<file path="src/rtl/alu_8bit.sv">
// alu_8bit: 8-bit, eight-operation ALU with a one-cycle registered result.
// The operation is worked out combinationally from a, b and alu_sel. The
// result and the carry/borrow/shift-out flag are captured on every rising
// clk edge. An asynchronous active-low reset clears both outputs at once.
module alu_8bit (
    input  logic       clk,
    input  logic       rst_n,
    input  logic [7:0] a,
    input  logic [7:0] b,
    input  logic [2:0] alu_sel,
    output logic [7:0] alu_out,
    output logic       carry_out
);

    typedef enum logic [2:0] {
        OP_ADD = 3'b000,
        OP_SUB = 3'b001,
        OP_AND = 3'b010,
        OP_OR  = 3'b011,
        OP_XOR = 3'b100,
        OP_NOT = 3'b101,
        OP_SHL = 3'b110,
        OP_SHR = 3'b111
    } alu_op_e;

    alu_op_e    op;
    logic [8:0] sum;
    logic [8:0] diff;
    logic [7:0] result_d;
    logic       carry_d;

    assign op = alu_op_e'(alu_sel);

    // Widen both operands to 9 bits. Bit 8 of the sum is the carry out.
    // Bit 8 of the difference goes high exactly when a < b, so it is the borrow.
    always_comb begin
        sum  = {1'b0, a} + {1'b0, b};
        diff = {1'b0, a} - {1'b0, b};
    end

    // Choose the next result and flag from the decoded operation.
    always_comb begin
        // NOTE: every output gets a default before the case. No path can then
        // leave a variable unassigned, so this block can never infer a latch.
        result_d = 8'h00;
        carry_d  = 1'b0;
        case (op)
            OP_ADD: begin
                result_d = sum[7:0];
                carry_d  = sum[8];
            end
            OP_SUB: begin
                result_d = diff[7:0];
                carry_d  = diff[8];
            end
            OP_AND: result_d = a & b;
            OP_OR:  result_d = a | b;
            OP_XOR: result_d = a ^ b;
            OP_NOT: result_d = ~a;
            OP_SHL: begin
                result_d = {a[6:0], 1'b0};
                carry_d  = a[7];
            end
            OP_SHR: begin
                result_d = {1'b0, a[7:1]};
                carry_d  = a[0];
            end
            // Every code is listed above. This branch only catches X/Z on
            // alu_sel in simulation and keeps the outputs at a known value.
            default: begin
                result_d = 8'h00;
                carry_d  = 1'b0;
            end
        endcase
    end

    // Output register: one-cycle latency, cleared at once by reset.
    always_ff @(posedge clk or negedge rst_n) begin
        // NOTE: sequential state uses non-blocking assignments, so every
        // register samples its input from before the edge, whatever the order
        // of the statements.
        if (!rst_n) begin
            alu_out   <= 8'h00;
            carry_out <= 1'b0;
        end else begin
            alu_out   <= result_d;
            carry_out <= carry_d;
        end
    end

endmodule

</file>
<file path="config.mk">
export PLATFORM = sky130hd
export DESIGN_NAME = alu_8bit
export DESIGN_NICKNAME = d
export VERILOG_FILES = /design/src/rtl/alu_8bit.sv
export SDC_FILE = /design/constraint.sdc
export NUM_CORES = 1
export LEC_CHECK = 0
export CORE_ASPECT_RATIO = 1.25
export CORE_UTILIZATION = 50
export DETAILED_ROUTE_END_ITERATION = 6
export DONT_BUFFER_PORTS = 1
export PLACE_DENSITY = 0.77
export SYNTH_ARGS = -nofsm -noshare
export SYNTH_HDL_FRONTEND = slang
export SYNTH_SLANG_ARGS = --single-unit
</file>
<file path="constraint.sdc">
create_clock -name clk -period 0.8 [get_ports clk]
set_input_delay 0.16 -clock clk [delete_from_list [all_inputs] [get_ports clk]]
set_output_delay 0.16 -clock clk [all_outputs]
set_load 0.05 [all_outputs]
</file>
; ---- Yosys cells after proc, flatten, opt, wreduce, memory -nomap -nowiden
; Index checks and enable logic that the tools add are counted.
[op_classes]
add_sub_neg = 2
bitwise = 4
muxes = 2
n_eq_ne = 7
n_reduce_logical = 1
[ops]
columns = op, n
row1 = 8-bit one-hot mux with 8 select lines, 1
row2 = 3-bit equality test (second input constant), 4
row3 = 8-bit by 8-bit adder with 9-bit output, 1
row4 = 8-bit by 8-bit subtractor with 9-bit output, 1
row5 = 8-bit bitwise AND, 1
row6 = 8-bit NOT, 1
row7 = 8-bit bitwise OR, 1
row8 = 8-bit bitwise XOR, 1
row9 = 3-bit by 2-bit equality test with 1-bit output (second input constant), 2
row10 = 1-bit one-hot mux with 4 select lines, 1
row11 = 3-bit by 1-bit equality test with 1-bit output (second input constant), 1
row12 = 3-bit zero test, 1
[word_totals]
output_inout_bits = 9
ff_bits = 9
wordCells = 18
in_bits = 21

; ---- Longest topological paths before layout
; Gate-level depths: netlist of the first run.
[depth]
depth_word = 2
mapped_depth = 8
mapped_depth_nobuf = 8

; ---- Worst setup path after synthesis of the first run
; Ideal clock, no wire load.
[synth_timing]
path_type = input to register
from = input a[0]
to = register alu_out[6]
setup_slack_ns = -0.888
path_buffers = 0
setup_ns = 0.147
path_stages = 8
required_ns = 0.653
arrival_time_ns = 1.541
cell_sequence = inv_1 ha_1 fa_1 o21ba_2 nor4_1 o21ai_1 o2111ai_1 o311ai_0
[synth_between]
elab_chain_cells = 2
word_cells_on_any_way = 3
cone_classes = 2 x add/sub / 1 x mux
[synth_lines]
columns = item, line
row1 = "start, declared", 8  ; input logic [7:0] a,
row2 = 8-bit by 8-bit subtractor with 9-bit output or 8-bit by 8-bit adder with 9-bit output (tied branches), "38, 37"
row3 = 8-bit one-hot mux with 8 select lines (*), 47  ; case (op)
row4 = net result_d[6], 29  ; logic [7:0] result_d;
row5 = "end signal, assigned", 86  ; alu_out <= result_d;
row6 = "end, declared", 11  ; output logic [7:0] alu_out,
; Mark *: on every way through the listed nets, which the timed path passes. The rest lies on a longest branch.

; ---- Worst setup path after layout of the first run
[layout_timing]
from = input a[0]
to = register carry_out
[layout_between]
elab_chain_cells = 2
word_cells_on_any_way = 3
cone_classes = 2 x add/sub / 1 x mux
[layout_lines]
columns = item, line
row1 = 8-bit by 8-bit subtractor with 9-bit output or 8-bit by 8-bit adder with 9-bit output (tied branches), "38, 37"
row2 = 1-bit one-hot mux with 4 select lines (*), 47
row3 = net carry_d, 30  ; logic carry_d;
row4 = "end signal, assigned", 87  ; carry_out <= carry_d;
row5 = "end, declared", 12  ; output logic carry_out
; Marks and branches as above.

==> results of run 1 <==
## cell type report
| cell class | instances | share of cell area, % |
|---|---|---|
| clock buffers | 4 | 1.185 |
| well taps | 36 | 2.032 |
| multi-input cells | 145 | 61.57 |
| flip-flops and latches | 9 | 10.16 |
| repair buffers | 43 | 19.75 |
| inverters | 27 | 5.305 |
## worst paths after layout
check	to	slack, ns	cells past startpoint
max in group asynchronous	alu_out[5]	0.27	1
min in group asynchronous	alu_out[0]	0.25	1
worst max-delay path	carry_out	-0.61	7
worst min-delay path	alu_out[4]	0.04	2
## cell usage in the layout (no fill, tap or decap), types with 2 or more instances in the layout
master / Yosys / layout
nor3_1: 2 / 2
nand2_1: 13 / 13
inv_1: 27 / 20
a32oi_1: 2 / 2
o21ai_1: 2 / 4
mux2i_1: 4 / 4
o2111ai_1: 4 / 2
dfrtp_1: 9 / 9
ha_1: 25 / 17
o21bai_1: 3 / 2
ha_4: 0 / 7
o2111ai_2: 0 / 2
nor2_1: 10 / 10
a22o_1: 2 / 2
fa_2: 0 / 2
inv_2: 0 / 5
a21oi_1: 15 / 12
xnor2_1: 2 / 2
a21oi_2: 1 / 4
mux2_2: 3 / 2
buf_12: 0 / 9
clkbuf_4: 0 / 3
o221ai_1: 2 / 2
nand3_1: 4 / 3
nor3b_1: 3 / 2
buf_4: 3 / 33
mux4_2: 3 / 3
mux2_4: 1 / 2
o21ai_0: 11 / 8
nand3b_1: 3 / 3
## metal layers
| layer | wire (um) | part of all wire [%] | track usage [%] | vias up |
|---|---|---|---|---|
| li1 | - | - | - | 765 |
| met4 | 114 | 2.5 | 9.868 | 0 |
| met2 | 2524 | 55 | 55.13 | 70 |
| met1 | 1696 | 37 | 32.66 | 788 |
| met5 | 0 | 0 | 0 | - |
| met3 | 282 | 6.1 | 3.521 | 15 |
## sequential cells by signal, indices dropped and copies added (netlist names)
signal     cells
alu_out        8
carry_out      1
## repair_timing
item,CTS,global route
pin swaps,4,9
endpoints found under the hold margin,9,0
hold buffers,1,0
resized for setup,6,10
buffers inserted,0,1
endpoints found under the setup margin,17,17
## logic make-up after synthesis
| group | Yosys count | synth area share (%) |
|---|---|---|
| xor gates and xnor gates | 2 | 1.115 |
| buffers and inverters | 38 | 10.43 |
| DFF | 9 | 14.33 |
| and+or+nand+nor | 43 | 13.46 |
| muxes | 11 | 9.952 |
| AOI/OAI and AO/OA | 62 | 28.27 |
| adders and majority gates | 27 | 22.45 |
## through the flow
step                setup WS, ns  total power [uW]  TNS [ns]  area [um^2]
detailed placement       -0.8550              2011    -6.062         2091
floorplan                -0.7317              1501    -5.012         1728
global placement         -0.7899              1958    -5.573         2091
CTS                      -0.5516              2412    -5.263         2171
global route             -0.6420              2610    -6.000         2217
finish                   -0.6105              2470    -5.440         2217
## power breakdown
group	internal [uW]	total [uW]	switching, uW	leakage, uW
Combinational	787	1550	759	0.000858
Clock	192	354	162	0.0000150
Sequential	518	569	50.8	0.000109
==> flow_metrics.py, run 1 <==
metrics = {
    "outcome": {
        "status": "finished, violations left",
        "violations": "negative setup slack",
    },
    "detailed_routing": {
        "wl_per_cell_um": 17.49,
        "vias_per_cell": 6.205,
        "firstDrtPassIters": 4,
        "vias": 1638,
        "drc_errors": 0,
        "drt_iter0_drc": 71,
        "ant_nets": 0,
        "wl_um": 4618,
    },
    "finish": {
        "fillerInstances": 198,
        "finalNonFillerCells": 264,
        "multi_input_area_um2": 1365,
        "fin_util_pct": 74.58,
        "diodes": 0,
        "final_nets": 277,
        "syn_to_final_growth_pct": 41.08,
        "seq_area_um2": 225.2,
        "layout-drive-gt1-share_pct": 38.60,
    },
    "synth": {
        "synth-seq-cells": 9,
        "syn-num-nets": 240,
        "synth.avg_cell_area_um2": 8.185,
        "synth_common_cells": "27 x inv_1, 25 x ha_1, 15 x a21oi_1, 13 x nand2_1, 11 x o21ai_0",
        "yosysSeqAreaShare_pct": 14.33,
        "synthFlopType": "dfrtp_1",
        "synth_edf_count": 0,
        "synth_top_area_cell": "ha_1",
        "yosys.cell_types.count": 54,
        "syn_inst": 192,
        "synth_top_area_share_pct": 19.90,
        "yosysWarnings": 0,
        "async_reset_ff_share_pct": 100.0,
        "synth_most_common_cell": "inv_1",
        "netlist_top_cells_area": "ha_1 20%, dfrtp_1 14%, inv_1 6.4%",
        "synth_area_um2": 1572,
    },
    "critical_path": {
        "cp-startpoint": "a[0]",
        "crit_type": "input pin to flip-flop",
        "critPathMaxFanout": 4,
        "path_cells": "ha_4 > fa_2 > a21oi_2 > o21ai_0 > a21o_1 > a41oi_1 > o21ai_1",
        "critPathRequiredTime_ns": 0.93,
        "crit_arrival_ns": 1.54,
        "worst-path-buf-inv": 0,
        "cpLargestDelayFamily": "compound AO/OA/AOI/OAI gates",
        "worst_path_max_delay_cell": "fa_2",
        "cp-start-kind": "input pin",
        "critPathMaxStageDelay_ns": 0.38,
        "cp-end-kind": "flip-flop",
    },
    "sta": {
        "slew_viol_final": 0,
        "hold_violations": 0,
        "fin_ws_ns": -0.6105,
        "whs_ns": 0.03615,
        "max-slew-margin-rel_pct": 73.71,
        "setup_viol": 17,
        "rsz0062_at_grt": "true",
        "worstMarginPinSlew_ns": 0.3931,
        "layout_worst_path_cycle_share_pct": 176.3,
        "period_needed_ns": 1.411,
        "fmax_mhz": 708.9,
    },
    "placed_design": {
        "hpwl_um": 3507,
        "placedCellCount": 258,
        "io_buffers": 0,
        "routabilityCongestion": 0.9991,
    },
    "global_route": {
        "grt_use_total_pct": 29.29,
        "grt_pass1_vias": 1692,
        "antenna_found_initial": 0,
        "grt_start_max_net_pins": 49,
        "grt_first_pass_wirelength_um": 7514,
        "grt-ovfl-total": 0,
    },
    "clocking": {
        "htreeDepth": 1,
        "numCtsBuffers": 3,
        "root_buffer": "clkbuf_4",
        "cts.reportedPaths.clkPinSlew_ns": 0.06,
        "cts_tree": "done",
        "clk_path_buf_depth": 2,
        "cts_sinks": 9,
    },
    "worst_hold_path": {
        "hp-start": "alu_sel[2]",
        "hold_class": "input pin to flip-flop",
    },
    "floorplan": {
        "rows": 22,
        "die_h_um": 64.68,
        "coreArea_um2": 2973,
        "start_util_pct": 52.86,
        "die_area_um2": 3373,
        "io_pins": 30,
        "die_w_um": 52.15,
    },
    "pwr": {
        "ir_worst_vdd_v": 0.001139,
        "power.leakage_uw": 0.0009828,
        "power.density_nw_per_um2": 1114,
    },
    "flow_run": {
        "drv_cap": 0,
    },
}
No activity file was read; power rests on OpenSTA's default activity.
==> run 2: changes to the inputs <==
Settings changed: CAP_MARGIN set to 20.
==> results of run 2 <==
Same layout as run 1: the final DEF is identical, and so are final timing and power.
